<file path="src/rtl/qspi_pkg.sv">
// Shared types and width helpers for the QSPI XIP read path.
// Imported by the byte packer and the prefetch buffer.
package qspi_pkg;

   localparam int QSPI_BYTE_W = 8;

   typedef logic [QSPI_BYTE_W-1:0] qspi_byte_t;

   // Width of an index over n items, never narrower than one bit.
   function automatic int cnt_w(input int n);
      return (n <= 2) ? 1 : $clog2(n);
   endfunction

   // Width of an occupancy counter that must be able to hold n itself.
   function automatic int level_w(input int n);
      return $clog2(n + 1);
   endfunction

endpackage

</file>
<file path="src/rtl/qspi_byte_packer.sv">
// Packs flash bytes little-endian into DATA_W words.
// A push is raised on the completing byte or on the last byte of a burst.
module qspi_byte_packer
   import qspi_pkg::*;
#(
   parameter int DATA_W = 32
) (
   input  logic              h_clk,
   input  logic              h_rstn,
   input  logic              flush_in,
   input  logic              byte_valid_in,
   input  qspi_byte_t        byte_in,
   input  logic              byte_last_in,
   output logic              push,
   output logic [DATA_W-1:0] push_word
);

   localparam int BPW = DATA_W / QSPI_BYTE_W;
   localparam int LW  = cnt_w(BPW);

   logic [LW-1:0]     lane_cnt;
   logic [DATA_W-1:0] staging;
   logic [DATA_W-1:0] merged;

   // Lanes above the current byte are still zero in staging, which gives
   // the zero-padded partial word at the end of a burst for free.
   always_comb begin
      merged = staging;
      for (int i = 0; i < BPW; i++) begin
         if (lane_cnt == LW'(i)) begin
            merged[i*QSPI_BYTE_W +: QSPI_BYTE_W] = byte_in;
         end
      end
   end

   assign push      = byte_valid_in && !flush_in &&
                      ((lane_cnt == LW'(BPW - 1)) || byte_last_in);
   assign push_word = merged;

   always_ff @(posedge h_clk or negedge h_rstn) begin
      if (!h_rstn) begin
         lane_cnt <= '0;
         staging  <= '0;
      end else if (flush_in) begin
         lane_cnt <= '0;
         staging  <= '0;
      end else if (byte_valid_in) begin
         if (push) begin
            lane_cnt <= '0;
            staging  <= '0;
         end else begin
            lane_cnt <= lane_cnt + LW'(1);
            staging  <= merged;
         end
      end
   end

endmodule

</file>
<file path="src/rtl/qspi_rd_prefetch_buf.sv">
// XIP read prefetch buffer: byte packer feeding a DEPTH-entry show-ahead FIFO
// with almost-full back-pressure, flush and sticky overflow/underflow flags.
module qspi_rd_prefetch_buf
   import qspi_pkg::*;
#(
   parameter int DATA_W   = 32,
   parameter int DEPTH    = 8,
   parameter int AF_LEVEL = DEPTH - 1
) (
   input  logic                         h_clk,
   input  logic                         h_rstn,
   input  logic                         flush_in,
   input  logic                         byte_valid_in,
   input  logic [QSPI_BYTE_W-1:0]       byte_in,
   input  logic                         byte_last_in,
   input  logic                         rd_en_in,
   output logic [DATA_W-1:0]            rd_data_out,
   output logic                         empty_out,
   output logic                         full_out,
   output logic                         almost_full_out,
   output logic [$clog2(DEPTH+1)-1:0]   level_out,
   output logic                         overflow_out,
   output logic                         underflow_out
);

   localparam int PW  = cnt_w(DEPTH);
   localparam int LVW = level_w(DEPTH);

   logic              push;
   logic [DATA_W-1:0] push_word;

   qspi_byte_packer #(.DATA_W(DATA_W)) u_packer (
      .h_clk         (h_clk),
      .h_rstn        (h_rstn),
      .flush_in      (flush_in),
      .byte_valid_in (byte_valid_in),
      .byte_in       (byte_in),
      .byte_last_in  (byte_last_in),
      .push          (push),
      .push_word     (push_word)
   );

   logic [DATA_W-1:0] mem [DEPTH];
   logic [PW-1:0]     rd_ptr;
   logic [PW-1:0]     wr_ptr;
   logic [LVW-1:0]    level;
   logic [LVW-1:0]    level_nxt;
   logic              do_push;
   logic              do_pop;

   function automatic logic [PW-1:0] ptr_inc(input logic [PW-1:0] p);
      return (p == PW'(DEPTH - 1)) ? '0 : p + PW'(1);
   endfunction

   // A push into a full FIFO is only accepted when a pop frees the head slot
   // in the same edge; a pop on an empty FIFO is never accepted.
   always_comb begin
      do_pop    = rd_en_in && !empty_out && !flush_in;
      do_push   = push && (!full_out || do_pop);
      level_nxt = level;
      if (flush_in) begin
         level_nxt = '0;
      end else begin
         case ({do_push, do_pop})
            2'b10:   level_nxt = level + LVW'(1);
            2'b01:   level_nxt = level - LVW'(1);
            default: level_nxt = level;
         endcase
      end
   end

   always_ff @(posedge h_clk or negedge h_rstn) begin
      if (!h_rstn) begin
         rd_ptr          <= '0;
         wr_ptr          <= '0;
         level           <= '0;
         empty_out       <= 1'b1;
         full_out        <= 1'b0;
         almost_full_out <= 1'b0;
         overflow_out    <= 1'b0;
         underflow_out   <= 1'b0;
      end else begin
         level           <= level_nxt;
         empty_out       <= (level_nxt == '0);
         full_out        <= (level_nxt == LVW'(DEPTH));
         almost_full_out <= (level_nxt >= LVW'(AF_LEVEL));
         if (flush_in) begin
            rd_ptr        <= '0;
            wr_ptr        <= '0;
            overflow_out  <= 1'b0;
            underflow_out <= 1'b0;
         end else begin
            if (do_push) wr_ptr <= ptr_inc(wr_ptr);
            if (do_pop)  rd_ptr <= ptr_inc(rd_ptr);
            if (push && !do_push)        overflow_out  <= 1'b1;
            if (rd_en_in && empty_out)   underflow_out <= 1'b1;
         end
      end
   end

   // Storage carries no reset; empty_out masks stale contents from the head.
   always_ff @(posedge h_clk) begin
      if (do_push) mem[wr_ptr] <= push_word;
   end

   assign level_out   = level;
   assign rd_data_out = empty_out ? '0 : mem[rd_ptr];

endmodule

</file>
<file path="config.mk">
export PLATFORM = sky130hd
export DESIGN_NAME = qspi_rd_prefetch_buf
export DESIGN_NICKNAME = d
export VERILOG_FILES = /design/src/rtl/qspi_pkg.sv /design/src/rtl/qspi_byte_packer.sv /design/src/rtl/qspi_rd_prefetch_buf.sv
export SDC_FILE = /design/constraint.sdc
export NUM_CORES = 1
export LEC_CHECK = 0
export CAP_MARGIN = 15
export CORE_MARGIN = 2
export CORE_UTILIZATION = 45
export CTS_CLUSTER_SIZE = 30
export DETAILED_ROUTE_END_ITERATION = 6
export GPL_TIMING_DRIVEN = 0
export RECOVER_POWER = 25
export SLEW_MARGIN = 40
export SYNTH_ARGS = -nofsm -noshare
export SYNTH_HDL_FRONTEND = slang
export SYNTH_SLANG_ARGS = --single-unit
</file>
<file path="constraint.sdc">
create_clock -name h_clk -period 5.3 [get_ports h_clk]
set_input_delay 1.06 -clock h_clk [delete_from_list [all_inputs] [get_ports h_clk]]
set_output_delay 1.06 -clock h_clk [all_outputs]
set_load 0.005 [all_outputs]
</file>
### Word level (Yosys, flattened, before mapping)

Memory sizes are Yosys's and may differ from the RTL's.
Index checks and enable logic that the tools add are counted.

| word-level totals | value |
|---|---|
| register bits | 49 |
| RAM bits | 256 |
| input bits | 14 |
| output and inout bits | 41 |
| logic and storage cells | 70 |
| memories | 1 |

| cells by class | value |
|---|---|
| $add $sub $neg | 5 |
| $lt $le $gt $ge | 1 |
| equality and inequality tests | 8 |
| multiplexer cells | 25 |
| reduce and logical (&&, ||, !) cells | 20 |

Memory list:

| name | words | width | rd ports | clocked after memory_dff | wr ports | RTL line | text |
|---|---|---|---|---|---|---|---|
| mem | 8 | 32 | 1 | 0 | 1 | qspi_rd_prefetch_buf.sv:43 | `logic [DATA_W-1:0] mem [DEPTH];` |

Operators by type and width:

| cell | count |
|---|---|
| $mux 32 | 4 |
| $mux 8 | 4 |
| $mux 3 | 6 |
| $reduce_bool 2->1 | 5 |
| $pmux 4 s2 | 1 |
| $logic_and 1x1->1 | 7 |
| $add 3x1->3 const B | 2 |
| $eq 2x2->1 const B | 3 |
| $eq 3x3->1 const B | 2 |
| $mux 1 | 6 |
| $mux 2 | 3 |
| $add 4x1->4 const B | 1 |
| $eq 2x1->1 const B | 2 |
| $eq 4x4->1 const B | 1 |
| $ge 4x3->1 const B | 1 |
| $logic_not 1->1 | 4 |
| $logic_not 4->1 | 1 |
| $mux 4 | 1 |
| $sub 4x1->4 const B | 1 |
| $add 2x1->2 const B | 1 |
| $logic_not 2->1 | 1 |
| $logic_or 1x1->1 | 2 |

### Longest topological paths before layout

Gate-level depths: netlist of run 1.

| depth | value |
|---|---|
| depth after elaboration | 9 |
| gate-level depth with buffers | 14 |
| mapped depth without buffers | 12 |

### Hierarchy

From an unflattened synthesis of run 1, not the netlist that was laid out.

| unflattened totals | value |
|---|---|
| cell total of the unflattened synthesis | 623 |
| area, all modules | 12428.2 um^2 |

By module, submodules not included:

| module | times used | cells an instance | area each (um^2) | sequential area each (um^2) |
|---|---|---|---|---|
| qspi_rd_prefetch_buf | 1 | 498 | 10561.4 | 8064.0 |
| qspi_byte_packer | 1 | 125 | 1866.8 | 850.8 |

### Worst setup path before layout of run 1

Ideal clock, no wire load.

| timing | value |
|---|---|
| kind | input to register |
| start point | in rd_en_in |
| end point | mem mem[2][0] (enable) |
| library setup time | 0.468 ns |
| arrival time | 4.298 ns |
| required time | 4.832 ns |
| setup slack | 0.534 ns |
| stages on the path | 5 |
| buffers on the path | 1 |
| cells stage by stage | nand2b_4 -> buf_6 -> a2111oi_4 -> nand2b_2 -> nor3b_1 |

| between the ends | value |
|---|---|
| cells in the longest elaborated chain, start to end | 6 |

Ends and longest elaborated chain:

| what | RTL line | text |
|---|---|---|
| start: declaration | qspi_rd_prefetch_buf.sv:16 | `input logic rd_en_in,` |
| $logic_and 1x1->1 (2 in a row) | qspi_rd_prefetch_buf.sv:58 | `do_pop = rd_en_in && !empty_out && !flush_in;` |
| $logic_or 1x1->1 | qspi_rd_prefetch_buf.sv:59 | `do_push = push && (!full_out \|\| do_pop);` |
| $logic_and 1x1->1 | qspi_rd_prefetch_buf.sv:59 |  |
| $mux 1 | qspi_rd_prefetch_buf.sv:103 | `if (do_push) mem[wr_ptr] <= push_word;` |
| $mux 1 (implied by the code) | qspi_rd_prefetch_buf.sv:103 |  |
| end: declaration | qspi_rd_prefetch_buf.sv:43 |  |

No other way between the ends.

### Final worst setup path of run 1

| timing | value |
|---|---|
| start point | reg rd_ptr[0] |
| end point | out rd_data_out[29] |

| between the ends | value |
|---|---|
| cells in the longest elaborated chain, start to end | 2 |

Ends and longest elaborated chain:

| what | RTL line | text |
|---|---|---|
| start: declaration | qspi_rd_prefetch_buf.sv:44 | `logic [PW-1:0] rd_ptr;` |
| start signal: assignment | qspi_rd_prefetch_buf.sv:94 | `if (do_pop) rd_ptr <= ptr_inc(rd_ptr);` |
| $mem_v2 8x32 | n/a |  |
| $mux 32 | qspi_rd_prefetch_buf.sv:107 | `assign rd_data_out = empty_out ? '0 : mem[rd_ptr];` |
| end: declaration | qspi_rd_prefetch_buf.sv:17 | `output logic [DATA_W-1:0] rd_data_out,` |

No other way between the ends.

==> results.toml, run 1 <==
[outcome]
status = "finished, violations left"
violations = "max-capacitance violations, max-slew violations"

[sta]
final.setup.tns_ps = 0
layout_min_cycle_time_ps = 4440
max_freq_mhz = 225
timing.slew.headroom = -0.443
setup_violations = 0
rsz0062_at_grt = "false"
worst_slew_pin_slew_ps = 2160
finalHoldViolations = 0
slew_viol_final = 39
fin_crit_sh = 0.838
clock_skew_ps = 14.2
fin_hold_ws_ps = 484

[drt]
initialDrtViolationCount = 427
num_vias = 6307
first_pass_iters = 4
wl_per_cell_um = 24.0
ant_nets = 0
drc = 0
routed_wl_mm = 26.5
vias_per_cell = 5.70

[layout]
final_cell_mix = "edfxtp_1, mux4_2, dfrtp_1, nor2_1, clkdlybuf4s50_1"
instances_no_fill = 1106
area_growth_pct = 18.5
layout_commonest_cell = "edfxtp_1"
diodes = 0
fin_nets = 770
layout-drive-gt1-share = 0.246
finish.utilization = 0.540

[synth]
synth_async_sr_flop_share = 0.161
synth_warnings = 0
syn_nets = 648
syn_inst = 623
ys.flop_type = "edfxtp_1"
seq_area_frac_synth = 0.727
ys_ff_latch = 305
synth_edf_count = 256
netlist_area_um2 = 12300
synth_cell_types = 36
syn_area_per_cell_um2 = 19.7

[clocking]
clock_sinks = 305
post_cts_buffers = 0
h-tree-depth = 1
cts_resized = 0
cts_made_buffers = 31
clk_pin_slew_ps = 70
clock_path_buffers = 3
hold_buffers = 0
clock_latency_ps = 540
cts-root-buf = "clkbuf_16"
cts_tree = "yes"

[global_routing]
first_global_vias = 6975
grt_max_degree = 39
grt.total_usage = 0.193
antenna_found_initial = 1
overflow = 0
grt_pass1_wl_mm = 41.2

[critical_path]
crit_start = "rd_ptr[0]"
required_ps = 4240
reg2reg_from = "u_packer.lane_cnt[0]"
critPathKind = "reg2out"
crit_path_start_kind = "register"
arrival_ps = 3380
end_kind = "output pin"
critPathMaxFanout = 10

[floorplanning]
num_rows = 60
io_pins = 55
start_util = 0.456
die_width_um = 169
dieArea_um2 = 28600
coreArea_um2 = 26900
die_h_um = 169

[hold_path]
holdCritStartpoint = "u_packer.staging[25]"
worstHoldPathType = "reg2reg"

[power_and_ir_drop]
leakage_nw = 4.97
power_mw = 4.87
power_density_nw_per_um2 = 335
irDropWorstVdd_mv = 0.262

[placement]
port_buffers = 53
gp_congestion = 0.753
dp_hpwl_mm = 18.2
place_inst = 1052

[flow_run]
max-cap-violations = 1
-- synth_stat cells, types with 7 or more instances --
| library cell | n | area share |
|---|---|---|
| a21oi_1 | 9 | 0.0037 |
| a32o_1 | 33 | 0.027 |
| buf_2 | 9 | 0.0037 |
| clkbuf_1 | 26 | 0.0080 |
| dfrtp_1 | 48 | 0.098 |
| edfxtp_1 | 256 | 0.63 |
| ha_1 | 11 | 0.011 |
| mux2_2 | 32 | 0.029 |
| mux2i_1 | 36 | 0.029 |
| mux4_2 | 64 | 0.12 |
| nand2_1 | 7 | 0.0021 |
| nor2_1 | 49 | 0.015 |
-- kinds of logic (layout without fill, tap and decap cells) --
| kind of cell | count (synthesis) | after routing | synth area share |
|---|---|---|---|
| fa+ha+maj | 11 | 11 | 0.0112 |
| compound gates | 50 | 50 | 0.0368 |
| xor+xnor | 4 | 4 | 0.00286 |
| flops | 305 | 305 | 0.727 |
| simple gates | 75 | 75 | 0.0293 |
| mux | 132 | 132 | 0.176 |
| buf+inv | 46 | 188 | 0.0162 |
-- path summary, 6_finish.rpt --
kind                                        end  slack, ps  depth (start not counted)
min                        u_packer.staging[25]        480                          1
min reg2reg                u_packer.staging[25]        480                          1
max reg2reg                     almost_full_out       1540                         14
min in group asynchronous       almost_full_out        520                          1
max                             rd_data_out[29]        860                          6
max in group asynchronous  u_packer.staging[16]       2310                          2
-- metrics by stage --
| step | instance area, um2 | setup slack [ps] |
|---|---|---|
| 3_3_place_gp | 13200 | -2470 |
| 3_5_place_dp | 13600 | 899 |
| 6_report | 14500 | 859 |
| 2_1_floorplan | 12300 | 534 |
| 5_1_grt | 14500 | 617 |
| 4_1_cts | 14500 | 1080 |
-- flip-flops by register name, indices dropped and copies added (netlist names) --
register / count
almost_full_out: 1
empty_out: 1
full_out: 1
level_out: 4
mem: 256
overflow_out: 1
rd_ptr: 3
u_packer.lane_cnt: 2
u_packer.staging: 32
underflow_out: 1
wr_ptr: 3
-- metal layers --
layer | track usage | routed length [um]
met5 | 0 | 0
met4 | 0.0479 | 467
met3 | 0.0323 | 1340
met2 | 0.321 | 12900
met1 | 0.269 | 11800
-- layout make-up --
type,instances,area [um2]
Fill cell,2096,12400
Sequential cell,305,8910
Multi-Input combinational cell,272,3190
Clock buffer,44,886
Timing Repair Buffer,89,855
Tap cell,341,427
Buffer,41,184
Clock inverter,9,42.5
Inverter,5,18.8
-- critical path: stages (launching register included) --
cell             delay (ps)
dfrtp_1                 410
buf_2                   330
clkbuf_1                730
mux4_2                  610
mux2i_1                 220
nor2_1                   70
clkdlybuf4s50_1         470
-- power by group --
part	leakage, nW	total [mW]	internal, mW	switching, mW
clock	0.463	1.99	1.15	0.837
sequential	3.09	2.62	2.61	0.00915
combinational	1.41	0.261	0.112	0.149
(Power assumes the default switching activity.)
==> run 2, diff against run 1 <==
Clock period 5.3 ns to 4.2 ns, I/O delays scaled along.
==> results.toml, run 2 (same netlist as run 1, synthesis figures left out) <==
[clocking]
cts_resized = 0
clock_latency_ps = 550
cts_tree = "yes"
clock_sinks = 305
h-tree-depth = 1
cts_made_buffers = 31
clk_pin_slew_ps = 60
post_cts_buffers = 0
hold_buffers = 0
cts-root-buf = "clkbuf_16"
clock_path_buffers = 3

[power_and_ir_drop]
leakage_nw = 4.88
power_density_nw_per_um2 = 418
p_sw_frac = 0.209
p_seq_frac = 0.546
p_clk_frac = 0.400
power_switching_mw = 1.27
pwr-share-comb = 0.055
p_int_mw = 4.79
power_mw = 6.06
irDropWorstVdd_mv = 0.247

[sta]
max_freq_mhz = 258
finalHoldViolations = 0
timing.slew.headroom = -0.407
final.setup.tns_ps = 0
clock_skew_ps = 10.8
slew_viol_final = 38
setup_violations = 0
layout_min_cycle_time_ps = 3870
rsz0062_at_grt = "false"
worst_slew_pin_slew_ps = 2110
worst_slack_ps = 326
fin_crit_sh = 0.922

[drt]
routed_wl_mm = 26.4
wl_met2_mm = 12.9
num_vias = 6264
drc = 0
routed.top_layer = "met5"
wl_per_cell_um = 23.9
first_pass_iters = 5
met3_length_mm = 1.18
initialDrtViolationCount = 443
ant_nets = 0
vias_per_cell = 5.69
wl_met1_mm = 11.8

[flow_run]
max-cap-violations = 1

[critical_path]
critPathKind = "reg2out"
timing.rr.end = "almost_full_out"
r2r_cells = 14
rrSetupSlack_ps = 410
arrival_ps = 3030
crit_path_start_kind = "register"
reg2reg_from = "u_packer.lane_cnt[0]"
required_ps = 3360
critPathMaxFanout = 10
end_kind = "output pin"

[layout]
finish.utilization = 0.539
layout_commonest_cell = "edfxtp_1"
final_cell_mix = "edfxtp_1, mux4_2, clkdlybuf4s50_1, dfrtp_1, nor2_1"
top_register = "mem"
diodes = 0
area_growth_pct = 18.1
fin_nets = 761
layout-drive-gt1-share = 0.229
fin_area_um2 = 14500
largest_reg_flops = 256

[global_routing]
grt_pass1_wl_mm = 40.5
grt_max_degree = 38
overflow = 0
grt.total_usage = 0.190
first_global_vias = 6755
antenna_found_initial = 1

[outcome]
status = "finished, violations left"
violations = "max-capacitance violations, max-slew violations"

[placement]
port_buffers = 53
gp_congestion = 0.740
dpl_worst_slack_ps = 117
placed_area_um2 = 13600
dp_hpwl_mm = 18.1

[hold_path]
worstHoldPathType = "in2async"

[floorplanning]
dieArea_um2 = 28600
die_h_um = 169
num_rows = 60
die_width_um = 169
io_pins = 55
start_util = 0.456
coreArea_um2 = 26900
==> run 2: cell types whose count changed in the layout (fill, tap and decap cells not counted), sizes merged <==
cell           before  now
buf                48   38
clkbuf             74   75
clkdlybuf4s50      45   52
clkinv              9   12
dlygate4sd3         7    0
inv                 5    6
==> run 2: how the worst max path moves through the flow <==
stage	start	end	slack [ps]	cells after the start
floorplan	rd_en_in	mem[6][0]	700	5
detailed placement	rd_en_in	almost_full_out	120	14
CTS	rd_ptr[0]	rd_data_out[22]	230	6
finish	rd_ptr[0]	rd_data_out[16]	330	6
global placement	rd_en_in	mem[7][19]	-1410	6
global route	rd_ptr[0]	rd_data_out[16]	120	6
==> run 2: power groups by stage <==
stage	Clock, mW	Combinational (mW)	Sequential (mW)
3_5_place_dp	0	0.338	3.37
5_1_grt	2.60	0.359	3.31
4_1_cts	2.48	0.339	3.30
3_3_place_gp	0	0.321	3.37
6_report	2.42	0.330	3.31
2_1_floorplan	0	0.194	3.36
==> run 2: cell type report <==
cell class	count	area (um2)
Sequential cell	305	8910
Buffer	41	181
Multi-Input combinational cell	272	3220
Timing Repair Buffer	80	835
Clock buffer	44	825
Fill cell	2095	12400
Tap cell	341	427
Inverter	5	18.8
Clock inverter	13	62.6
==> run 2: worst max-delay path: stages, from the launching register on <==
cell and delay [ps]:
dfrtp_1 400, buf_2 320, buf_2 460, mux4_2 560, mux2i_1 210, nor2_1 70, clkdlybuf4s50_1 460
==> run 2: stage by stage <==
| stage | hold slack (ps) | std cells |
|---|---|---|
| floorplan | 462 | 623 |
| global placement | 469 | 1017 |
| detailed placement | 477 | 1044 |
| CTS | 110 | 1101 |
| global route | 354 | 1101 |
| finish | 320 | 1101 |
==> run 2: layer usage <==
layer,vias up,global-route usage
met5,-,0
met4,2,0.0517
met3,44,0.0271
met2,155,0.317
met1,3309,0.266
li1,2754,-
==> run 3, diff against run 2 <==
Settings changed: ABC_CLOCK_PERIOD_IN_PS from default to 4200, GPL_TIMING_DRIVEN 0 to default.
==> results.toml, run 3 (same netlist as run 1, synthesis figures left out) <==
[outcome]
status = "finished, violations left"
violations = "max-capacitance violations, max-slew violations"

[layout]
final_cell_mix = "edfxtp_1, mux4_2, clkdlybuf4s50_1, dfrtp_1, nor2_1"
area_growth_pct = 16.9
fin_nets = 718
layout_commonest_cell = "edfxtp_1"
layout-drive-gt1-share = 0.230
fin_area_um2 = 14300
largest_reg_flops = 256
top_register = "mem"

[clocking]
hold_buffers = 0
cts-root-buf = "clkbuf_16"
cts_made_buffers = 31
clock_sinks = 305
post_cts_buffers = 0
cts_resized = 0
clk_pin_slew_ps = 60
clock_latency_ps = 550
h-tree-depth = 1
clock_path_buffers = 3
cts_tree = "yes"

[hold_path]
worstHoldPathType = "in2async"

[sta]
worst_slack_ps = 437
slew_viol_final = 31
clock_skew_ps = 17.5
layout_min_cycle_time_ps = 3760
fin_crit_sh = 0.896
finalHoldViolations = 0
max_freq_mhz = 266
setup_violations = 0
timing.slew.headroom = -0.137
worst_slew_pin_slew_ps = 1710
rsz0062_at_grt = "false"
final.setup.tns_ps = 0

[floorplanning]
num_rows = 60
die_h_um = 169
start_util = 0.456
io_pins = 55
die_width_um = 169
coreArea_um2 = 26900
dieArea_um2 = 28600

[placement]
dp_hpwl_mm = 14.4
placed_area_um2 = 13400
port_buffers = 54
gp_congestion = 0.751
dpl_worst_slack_ps = 563

[critical_path]
path_cells = "buf_12 > mux4_2 > mux2i_1 > nor2_1 > clkdlybuf4s50_1"
critPathKind = "reg2out"
required_ps = 3360
slowest_stage = "dfrtp_4"
critPathMaxFanout = 27
end_kind = "output pin"
crit_path_start_kind = "register"
max_stage_delay_ps = 730
arrival_ps = 2920

[global_routing]
overflow = 0
grt_pass1_wl_mm = 39.7
grt_max_degree = 36
grt.total_usage = 0.186
first_global_vias = 6555
antenna_found_initial = 0

[power_and_ir_drop]
power_mw = 6.12
power_density_nw_per_um2 = 427
irDropWorstVdd_mv = 0.271
leakage_nw = 4.77

[drt]
routed_wl_mm = 25.5
vias_per_cell = 5.74
num_vias = 6088
ant_nets = 0
drc = 0
initialDrtViolationCount = 464
first_pass_iters = 5
wl_per_cell_um = 24.0

[flow_run]
max-cap-violations = 1
[run 3: cell types whose count changed in the layout (fill, tap and decap cells not counted), moves of 3 or more]
cell	previous run	this run
buf_12	0	9
clkbuf_1	44	12
buf_4	9	14
clkbuf_8	0	3
dfrtp_1	48	45
buf_2	10	0
buf_6	13	0
buf_8	4	0
[run 3: power breakdown]
group / internal [mW] / switching [mW] / leakage (nW)
Clock: 1.41 / 1.09 / 0.457
Combinational: 0.143 / 0.171 / 1.23
Sequential: 3.29 / 0.0222 / 3.09
[run 3: per-stage QoR]
step	instances	utilization	hold WS, ps
after floorplan	623	-	462
after global placement	1001	0.499	469
after detailed placement	1001	0.499	477
after CTS	1059	0.533	227
after global routing	1059	0.533	498
final	1061	0.533	483
[run 3: worst paths after layout]
check | from | cells past startpoint | slack [ps] | to
worst min-delay path | h_rstn | 1 | 480 | level_out[0]
max in group asynchronous | h_rstn | 2 | 1560 | u_packer.staging[9]
worst max-delay path | rd_ptr[0] | 5 | 440 | rd_data_out[22]
worst min register to register | u_packer.staging[17] | 1 | 480 | u_packer.staging[17]
worst max register to register | u_packer.lane_cnt[0] | 12 | 960 | almost_full_out
min in group h_clk | u_packer.staging[17] | 1 | 480 | u_packer.staging[17]
[run 3: critical path, delay by kind of cell, from the launching register on]
kind / cells / cell delay, ps
buffers and inverters: 2 / 780
flip-flops: 1 / 730
multiplexers: 2 / 740
AND/OR/NAND/NOR: 1 / 70
[run 3: cell type report]
| type | instances | area, um2 |
|---|---|---|
| Multi-Input combinational cell | 272 | 3220 |
| Antenna cell | 2 | 5.00 |
| Sequential cell | 305 | 8920 |
| Tap cell | 341 | 427 |
| Clock inverter | 14 | 66.3 |
| Clock buffer | 44 | 855 |
| Inverter | 5 | 18.8 |
| Fill cell | 2119 | 12500 |
| Timing Repair Buffer | 78 | 823 |
[run 3: routing by layer]
layer	up-vias	GRT usage	wire, um
met5	-	0	0
met4	0	0.0438	294
met3	27	0.0297	1240
met2	166	0.309	12500
met1	3220	0.261	11400
li1	2675	-	-
